$ cat src/rtl/alu_pipe_if.sv
// Valid/ready operation and result bundle for alu_pipe.
// master drives operations and accepts results; slave is the ALU.
interface alu_pipe_if #(
    parameter int WIDTH = 16
);
    logic             in_valid;
    logic             in_ready;
    logic [2:0]       op;
    logic [WIDTH-1:0] a;
    logic [WIDTH-1:0] b;
    logic             out_valid;
    logic             out_ready;
    logic [WIDTH-1:0] s;
    logic             sn;
    logic             ZR;
    logic             carry;
    logic             P;
    logic             V;
    logic             cf;

    modport master (
        output in_valid, op, a, b, out_ready,
        input  in_ready, out_valid, s, sn, ZR, carry, P, V, cf
    );

    modport slave (
        input  in_valid, op, a, b, out_ready,
        output in_ready, out_valid, s, sn, ZR, carry, P, V, cf
    );
endinterface

$ cat src/rtl/alu_pipe.sv
// Pipelined WIDTH-bit ALU: the full result and flags are formed at acceptance,
// later stages only delay them. cf chains multi-word ADC/SBB sequences.
module alu_pipe #(
    parameter int WIDTH  = 16,
    parameter int STAGES = 2
) (
    input  logic      clk,
    input  logic      rst_n,
    input  logic      flush,
    alu_pipe_if.slave bus
);
    typedef enum logic [2:0] {
        OP_ADD   = 3'd0,
        OP_ADC   = 3'd1,
        OP_SUB   = 3'd2,
        OP_SBB   = 3'd3,
        OP_AND   = 3'd4,
        OP_OR    = 3'd5,
        OP_XOR   = 3'd6,
        OP_PASSB = 3'd7
    } op_e;

    typedef struct packed {
        logic [WIDTH-1:0] s;
        logic             sn;
        logic             zr;
        logic             carry;
        logic             p;
        logic             v;
    } res_t;

    op_e               op;
    logic              arith;
    logic              cin;
    logic [WIDTH:0]    wide;
    res_t              res;
    res_t              pipe [STAGES];
    logic [STAGES-1:0] vld;
    logic              stall;
    logic              accept;
    logic              cf_q;

    assign op    = op_e'(bus.op);
    assign arith = (op inside {OP_ADD, OP_ADC, OP_SUB, OP_SBB});

    // Bit WIDTH of the extended sum/difference is carry-out or borrow; zero for logic ops.
    always_comb begin
        cin   = 1'b0;
        wide  = '0;
        res   = '0;
        unique case (op)
            OP_ADD, OP_ADC: begin
                cin   = (op == OP_ADC) & cf_q;
                wide  = {1'b0, bus.a} + {1'b0, bus.b} + {{WIDTH{1'b0}}, cin};
                res.v = (bus.a[WIDTH-1] == bus.b[WIDTH-1]) & (wide[WIDTH-1] != bus.a[WIDTH-1]);
            end
            OP_SUB, OP_SBB: begin
                cin   = (op == OP_SBB) & cf_q;
                wide  = {1'b0, bus.a} - {1'b0, bus.b} - {{WIDTH{1'b0}}, cin};
                res.v = (bus.a[WIDTH-1] != bus.b[WIDTH-1]) & (wide[WIDTH-1] != bus.a[WIDTH-1]);
            end
            OP_AND:   wide = {1'b0, bus.a & bus.b};
            OP_OR:    wide = {1'b0, bus.a | bus.b};
            OP_XOR:   wide = {1'b0, bus.a ^ bus.b};
            OP_PASSB: wide = {1'b0, bus.b};
        endcase
        res.s     = wide[WIDTH-1:0];
        res.carry = wide[WIDTH];
        res.sn    = wide[WIDTH-1];
        res.zr    = ~|wide[WIDTH-1:0];
        res.p     = ~^wide[WIDTH-1:0];
    end

    assign stall  = vld[STAGES-1] & ~bus.out_ready;
    assign accept = bus.in_valid & ~stall & ~flush;

    // Stage data only loads behind a valid entry, so outputs keep their last value across bubbles.
    always_ff @(posedge clk or negedge rst_n) begin
        if (!rst_n) begin
            vld  <= '0;
            cf_q <= 1'b0;
            for (int unsigned i = 0; i < STAGES; i++) begin
                pipe[i] <= '0;
            end
        end else begin
            if (accept && arith) begin
                cf_q <= res.carry;
            end
            if (flush) begin
                vld <= '0;
            end else if (!stall) begin
                vld[0] <= bus.in_valid;
                if (bus.in_valid) begin
                    pipe[0] <= res;
                end
                for (int unsigned i = 1; i < STAGES; i++) begin
                    vld[i] <= vld[i-1];
                    if (vld[i-1]) begin
                        pipe[i] <= pipe[i-1];
                    end
                end
            end
        end
    end

    assign bus.in_ready  = ~stall;
    assign bus.out_valid = vld[STAGES-1];
    assign bus.s         = pipe[STAGES-1].s;
    assign bus.sn        = pipe[STAGES-1].sn;
    assign bus.ZR        = pipe[STAGES-1].zr;
    assign bus.carry     = pipe[STAGES-1].carry;
    assign bus.P         = pipe[STAGES-1].p;
    assign bus.V         = pipe[STAGES-1].v;
    assign bus.cf        = cf_q;
endmodule

$ cat src/flat_wrapper.sv
// flat-port wrapper written by rule: the top's interface ports become plain ports
module alu_pipe_flat 
#(
    parameter int WIDTH  = 16,
    parameter int STAGES = 2
)
  (clk, rst_n, flush, bus_in_valid, bus_op, bus_a, bus_b, bus_out_ready, bus_in_ready, bus_out_valid, bus_s, bus_sn, bus_ZR, bus_carry, bus_P, bus_V, bus_cf);
  alu_pipe_if #(.WIDTH(WIDTH)) bus_i ();
  input  logic clk;
  input  logic rst_n;
  input  logic flush;
  input wire logic [$bits(bus_i.in_valid)-1:0] bus_in_valid;
  input wire logic [$bits(bus_i.op)-1:0] bus_op;
  input wire logic [$bits(bus_i.a)-1:0] bus_a;
  input wire logic [$bits(bus_i.b)-1:0] bus_b;
  input wire logic [$bits(bus_i.out_ready)-1:0] bus_out_ready;
  output wire logic [$bits(bus_i.in_ready)-1:0] bus_in_ready;
  output wire logic [$bits(bus_i.out_valid)-1:0] bus_out_valid;
  output wire logic [$bits(bus_i.s)-1:0] bus_s;
  output wire logic [$bits(bus_i.sn)-1:0] bus_sn;
  output wire logic [$bits(bus_i.ZR)-1:0] bus_ZR;
  output wire logic [$bits(bus_i.carry)-1:0] bus_carry;
  output wire logic [$bits(bus_i.P)-1:0] bus_P;
  output wire logic [$bits(bus_i.V)-1:0] bus_V;
  output wire logic [$bits(bus_i.cf)-1:0] bus_cf;
  assign bus_i.in_valid = bus_in_valid;
  assign bus_i.op = bus_op;
  assign bus_i.a = bus_a;
  assign bus_i.b = bus_b;
  assign bus_i.out_ready = bus_out_ready;
  assign bus_in_ready = bus_i.in_ready;
  assign bus_out_valid = bus_i.out_valid;
  assign bus_s = bus_i.s;
  assign bus_sn = bus_i.sn;
  assign bus_ZR = bus_i.ZR;
  assign bus_carry = bus_i.carry;
  assign bus_P = bus_i.P;
  assign bus_V = bus_i.V;
  assign bus_cf = bus_i.cf;
  alu_pipe #(.WIDTH(WIDTH), .STAGES(STAGES)) u_core (.clk(clk), .rst_n(rst_n), .flush(flush), .bus(bus_i));
endmodule
$ cat config.mk
export PLATFORM = sky130hd
export DESIGN_NAME = alu_pipe_flat
export DESIGN_NICKNAME = d
export VERILOG_FILES = /design/src/rtl/alu_pipe_if.sv /design/src/rtl/alu_pipe.sv /design/src/flat_wrapper.sv
export SDC_FILE = /design/constraint.sdc
export NUM_CORES = 1
export LEC_CHECK = 0
export ABC_CLOCK_PERIOD_IN_PS = 3120
export CAP_MARGIN = 25
export CORE_MARGIN = 2
export CORE_UTILIZATION = 53
export CTS_BUF_LIST = sky130_fd_sc_hd__clkbuf_4
export DETAILED_ROUTE_END_ITERATION = 8
export GPL_TIMING_DRIVEN = 1
export PLACE_DENSITY = 0.87
export SETUP_SLACK_MARGIN = 0.15
export SLEW_MARGIN = 20
export SYNTH_ARGS = -nofsm -noshare
export SYNTH_HDL_FRONTEND = slang
export SYNTH_SLANG_ARGS = --single-unit
$ cat constraint.sdc
create_clock -name clk -period 3.12 [get_ports clk]
set_input_delay 0.468 -clock clk [delete_from_list [all_inputs] [get_ports clk]]
set_output_delay 0.468 -clock clk [all_outputs]
set_load 0.01 [all_outputs]
==> results_dict.tcl, run 1 <==
set metrics [dict create \
    outcome "finished, violations left" \
    failed_checks "setup timing" \
    synth.area.top_cells "dfrtp_1 (22%), ha_1 (18%), mux2_2 (5.0%)" \
    start_util 0.541 \
    power_uw 3260 \
    post-route-util 0.823 \
    via_count 5263 \
    critPathKind "flip-flop to flip-flop" \
    r2r_end "u_core.pipe[22]" \
    synthCells 581 \
    peakVddDrop_uv 234 \
    row_count 35 \
    wl_per_cell_microns 18.6 \
    cp.depth 16 \
    via_per_inst 5.91 \
    synth-seq-area-share 0.217 \
    fmax_ghz 0.272 \
    slew_viol_final 0 \
    first_global_vias 5211 \
    drtIter0Drc 340 \
    synth_seq_cells 43 \
    grt_pass1_wl_mm 25.4 \
    cts-buffers-inserted 5 \
    worstPathRequired_ns 3.35 \
    fin_nets 893 \
    avgSynthCellArea_sq_um 8.53 \
    gp_congestion 0.919 \
    yosys_warnings 0 \
    p_per_area_mw_per_mm2 432 \
    crit_slowest_cell "dfrtp_1" \
    io_pins 64 \
    rsz0062_at_grt "true" \
    final_common_cell "buf_4" \
    timing.final.crit_period_ns 3.67 \
    syn-num-nets 695 \
    coreArea_sq_mm 0.00915 \
    clock_latency_ns 0.36 \
    clkTransAtPathRegs_ns 0.13 \
    synth-async-reset-ratio 1.00 \
    end_kind "flip-flop" \
    cts_tree "built" \
    critPathArrivalTime_ns 3.90 \
    drive_gt1_frac 0.405 \
    firstDrtPassIters 7 \
    grt_max_degree 44 \
    antenna_found_initial 0 \
    synth.distinct_cells 61 \
    cts-root-buf "clkbuf_4" \
    portBuffers 63 \
    synth_top_cell_by_area "dfrtp_1" \
    diodes 0 \
    relSlewSlack 0.407 \
    wirelength_mm 16.5 \
    fin_ws_ns -0.552 \
    die_area_sq_mm 0.0101 \
    critPathBufInv 1 \
    cts.sinks 43 \
    finalSetupViolations 4 \
    synth-edff-count 0 \
    fin_worst_skew_ns 0.0102 \
    syn_area_sq_mm 0.00495 \
    syn2layout_area_growth_pct 52.1 \
    start_kind "flip-flop" \
    clk_path_buf_depth 2 \
    remaining_drc_errors 0 \
    synth_top_cell_area_share 0.217 \
    hold_path.class "input port to asynchronous set/reset pin" \
    crit_family "adder cells" \
    grt_util_all_layers 0.314 \
    layout_common_cells "buf_4 (152), nand2_1 (60), dfrtp_1 (43)" \
    ant_nets 0 \
    pre_cts_ws_ns -1.28 \
    worst_slew_pin_slew_ns 0.889 \
    p_leak_uw 0.00350 \
    cp_cell_sequence "nand3_2, fa_2, fa_2, and2b_1, o31a_1, buf_4, o21ai_4, o21a_1, xnor2_2, nand2_1, and3_1, ha_4, xor2_2, xnor2_1, xnor2_1, o21ai_1" \
    htreeDepth 2 \
    die_w_microns 101 \
    synthFlopType "dfrtp_1" \
    die_h_microns 101 \
    hpwl_mm 11.4 \
    r2r_slack_ns -0.55 \
    period_share 1.18 \
    maxCapViolations 0 \
    overflow 0 \
    hold_viol 0 \
    cp_max_fo 3 \
    rr_startpoint "u_core.bus.cf" \
    cpPeakStageDelay_ns 0.44 \
    worst_r2r_path_depth 16 \
]
[worst register-to-register path, cell delays in order, from the launching register on]
cell     delay (ns)
dfrtp_1        0.44
nand3_2        0.12
fa_2           0.38
fa_2           0.36
and2b_1        0.23
o31a_1         0.23
buf_4          0.15
o21ai_4        0.06
o21a_1         0.24
xnor2_2        0.16
nand2_1        0.09
and3_1         0.18
ha_4           0.30
xor2_2         0.20
xnor2_1        0.17
xnor2_1        0.15
o21ai_1        0.09
[sequential cells by signal, indices dropped and copies added (netlist names)]
register	cells
u_core.bus.P	1
u_core.bus.V	1
u_core.bus.ZR	1
u_core.bus.carry	1
u_core.bus.cf	1
u_core.bus.s	15
u_core.bus.sn	1
u_core.pipe	20
u_core.vld	2
[timing repair]
| item | 4_1_cts | 5_1_grt |
|---|---|---|
| hold buffers | 0 | 0 |
| endpoints found under the setup margin | 16 | 12 |
| gates resized for setup | 93 | 56 |
| buffers inserted | 21 | 10 |
| pin swaps | 38 | 37 |
[metal layers]
metal  wire (microns)  share of wire  vias to the layer above  GRT usage
met5                0              0                        -          0
met2             8600           0.52                      247      0.579
met4              676          0.041                        0      0.128
met1             6440           0.39                     2536      0.374
li1                 -              -                     2408          -
met3              818          0.049                       72     0.0250
[cells in the mapped netlist, drive strengths merged (6+ instances only)]
| library cell | n |
|---|---|
| a211oi | 7 |
| a21o | 9 |
| a21oi | 34 |
| a31oi | 6 |
| buf | 25 |
| clkbuf | 17 |
| dfrtp | 43 |
| ha | 70 |
| inv | 61 |
| mux2 | 22 |
| mux2i | 10 |
| mux4 | 9 |
| nand2 | 61 |
| nand2b | 9 |
| nand3 | 7 |
| nand4 | 6 |
| nor2 | 29 |
| nor3 | 7 |
| o211ai | 12 |
| o21a | 7 |
| o21ai | 49 |
| xnor2 | 21 |
| xor2 | 11 |
[area by class of cell]
| type | count | area, sq um |
|---|---|---|
| inverter | 61 | 229 |
| clock buffer | 6 | 45.0 |
| fill | 538 | 1620 |
| timing repair buffer | 233 | 1960 |
| multi-input combinational | 435 | 4030 |
| sequential | 43 | 1080 |
| clock inverter | 2 | 60.1 |
| tap | 111 | 139 |
[report_power, final]
group	leakage (uW)	internal, uW	total [uW]	switching, uW
logic	0.00292	1100	2030	933
clock network	0.0000559	259	434	175
registers	0.000530	705	792	87.0
[cell families after synthesis]
kind of cell / synth area share
XOR/XNOR: 0.0566
AO/OA/AOI/OAI: 0.198
adder cells (fa/ha/maj): 0.193
multiplexers: 0.111
flip-flops: 0.217
buffers and inverters: 0.0940
AND/OR/NAND/NOR: 0.131
[per-stage QoR]
step	TNS (ns)	hold WS, ns	cells	cell area (sq um)
detailed placement	-9.04	0.468	852	6580
finish	-1.20	0.219	891	7540
global placement	-8.00	0.459	852	6580
CTS	-0.792	0.240	881	7190
global route	-1.57	0.281	891	7540
floorplan	-0.662	0.172	581	5050
[worst max path at each step]
stage | endpoint | from
floorplan | u_core.pipe[22] | bus_op[0]
global placement | u_core.pipe[22] | bus_op[1]
detailed placement | u_core.pipe[22] | bus_op[1]
CTS | u_core.pipe[22] | u_core.bus.cf
global route | u_core.pipe[22] | u_core.bus.cf
finish | u_core.pipe[22] | u_core.bus.cf
(Power assumes the default switching activity.)
==> run 2, diff against run 1 <==
- REMOVE_ABC_BUFFERS: default -> 1
==> run 2 against run 1 <==
Effect of this change: the run still ends with setup timing left; highest routed layer unchanged; combinational power is 9% lower; clock skew is 0.0055 ns higher; routed wire length is 7.3% lower; clock power is 1% lower; setup slack better by 0.064 ns; largest power group unchanged; non-clock buffer count is 17 lower; sequential share of layout area is 0.54 points higher; critical path depth is 1 higher; largest cell class unchanged; design area is 3.5% lower; final cell count is 1.9% lower; die area stayed put; global-route usage is 2.0 points lower.
==> results_dict.tcl, run 2 (synthesis results as in run 1) <==
set metrics [dict create \
    p_sw_uw 1100 \
    post-route-util 0.795 \
    p_sw_frac 0.359 \
    power_uw 3060 \
    p_int_uw 1960 \
    htreeDepth 2 \
    layout_common_cells "buf_4 (146), nand2_1 (61), ha_1 (45), clkdlybuf4s50_1 (45), inv_1 (43)" \
    pwr-share-clk 0.140 \
    diodes 0 \
    cts-root-buf "clkbuf_4" \
    overflow 0 \
    syn2layout_area_growth_pct 46.8 \
    met2RoutedLength_mm 7.96 \
    portBuffers 63 \
    crit_slowest_cell "fa_2" \
    period_share 1.16 \
    coreArea_sq_mm 0.00915 \
    cts.sinks 43 \
    routed-wl-met3_microns 712 \
    grt_util_all_layers 0.294 \
    largest_reg_flops 20 \
    comb_power_share 0.599 \
    seqPwrFrac 0.261 \
    grt_max_degree 44 \
    firstDrtPassIters 5 \
    wl_per_cell_microns 17.5 \
    remaining_drc_errors 0 \
    rsz0062_at_grt "true" \
    start_util 0.541 \
    antenna_found_initial 0 \
    fin_ws_ns -0.488 \
    clock_latency_ns 0.36 \
    hpwl_mm 11.2 \
    p_per_area_mw_per_mm2 421 \
    pre_cts_ws_ns -1.21 \
    cpMostUsedCell "xnor2_1" \
    cts_tree "built" \
    critPathArrivalTime_ns 3.85 \
    holdWs_ns 0.231 \
    relSlewSlack 0.396 \
    fin_worst_skew_ns 0.0157 \
    maxCapViolations 0 \
    fmax_ghz 0.277 \
    outcome "finished, violations left" \
    fin_nets 876 \
    p_leak_uw 0.00341 \
    r2r_slack_ns -0.49 \
    worstPathRequired_ns 3.36 \
    crit_family "adder cells" \
    failed_checks "setup timing" \
    worst_r2r_path_depth 17 \
    top_layer_used "met4" \
    gp_congestion 0.938 \
    finalSetupViolations 2 \
    cts-buffers-inserted 5 \
    ant_nets 0 \
    slew_viol_final 0 \
    via_per_inst 5.74 \
    rr_startpoint "u_core.bus.cf" \
    timing.final.crit_period_ns 3.61 \
    cp_cell_sequence "nand3_2, fa_2, inv_2, ha_4, nor2_4, nor4b_2, a211oi_1, buf_4, o21ai_4, a311o_1, mux2i_1, and2_1, ha_1, xor2_1, xnor2_1, xnor2_1, o21ai_1" \
    hold_viol 0 \
    worst_slew_pin_slew_ns 0.906 \
    hold_path.class "input port to asynchronous set/reset pin" \
    clkTransAtPathRegs_ns 0.11 \
    final_common_cell "buf_4" \
    first_global_vias 5068 \
    wirelength_mm 15.3 \
    critPathKind "flip-flop to flip-flop" \
    via_count 5014 \
    clk_path_buf_depth 2 \
    grt_pass1_wl_mm 23.7 \
    cp_max_fo 3 \
    die_w_microns 101 \
    fin_setup_tns_ns -0.696 \
    start_kind "flip-flop" \
    die_area_sq_mm 0.0101 \
    m1WireLength_mm 6.30 \
    peakVddDrop_uv 285 \
    cpPeakStageDelay_ns 0.56 \
    io_pins 64 \
    end_kind "flip-flop" \
    r2r_end "u_core.pipe[22]" \
    row_count 35 \
    die_h_microns 101 \
    regMostFlops "u_core.pipe" \
    drtIter0Drc 207 \
    drive_gt1_frac 0.363 \
    critPathBufInv 2 \
]
run 2: cell count changes in the layout (fill, tap and decap cells not counted), sizes merged:
cell / change
dlygate4sd2: -11
dlymetal6s2s: +7
buf: -18
clkbuf: -1
clkdlybuf4s50: +6
run 2: timing repair:
item	4_1_cts	5_1_grt
hold buffers	0	0
pin swaps	32	32
buffers inserted	7	5
endpoints found under the setup margin	16	15
resized for setup	52	64
run 2: worst max path at each step:
stage	startpoint	cells after the start	to	slack (ns)
final	u_core.bus.cf	17	u_core.pipe[22]	-0.49
after global routing	u_core.bus.cf	17	u_core.pipe[22]	-0.64
after CTS	u_core.bus.cf	16	u_core.pipe[22]	-0.39
after detailed placement	bus_op[2]	18	u_core.pipe[22]	-1.21
after global placement	bus_op[1]	18	u_core.pipe[22]	-1.16
after floorplan	bus_op[2]	16	u_core.pipe[22]	-0.65
run 2: power by group through the flow:
stage               clock [uW]  combinational [uW]  sequential (uW)
CTS                        433                1710              799
detailed placement           0                1590              808
global placement             0                1540              792
finish                     429                1840              800
global route               453                1990              818
floorplan                    0                 799              829
run 2: metal layers:
metal  vias to the layer above  global-route usage
li1                       2379                   -
met1                      2439               0.359
met2                       165               0.536
met3                        31              0.0326
met4                         0              0.0980
met5                         -                   0
run 2: worst reg2reg max path, delay by kind of cell, from the launching register on:
family                   cells  cell delay [ns]
adder cells (fa/ha/maj)      3             0.94
flip-flops                   1             0.46
AO/OA/AOI/OAI                4             0.73
XOR/XNOR                     3             0.48
buffers and inverters        2             0.24
multiplexers                 1             0.22
AND/OR/NAND/NOR              4             0.42
run 2: through the flow:
stage          instances  area [sq um]
6_report             874          7270
5_1_grt              874          7270
4_1_cts              869          6950
3_5_place_dp         854          6540
3_3_place_gp         854          6540
2_1_floorplan        539          4720
run 2: layout make-up:
| cell class | count | area, sq um |
|---|---|---|
| clock buffer | 6 | 45.0 |
| clock inverter | 2 | 60.1 |
| fill | 611 | 1880 |
| inverter | 61 | 229 |
| multi-input combinational | 435 | 3900 |
| sequential | 43 | 1080 |
| tap | 111 | 139 |
| timing repair buffer | 216 | 1820 |
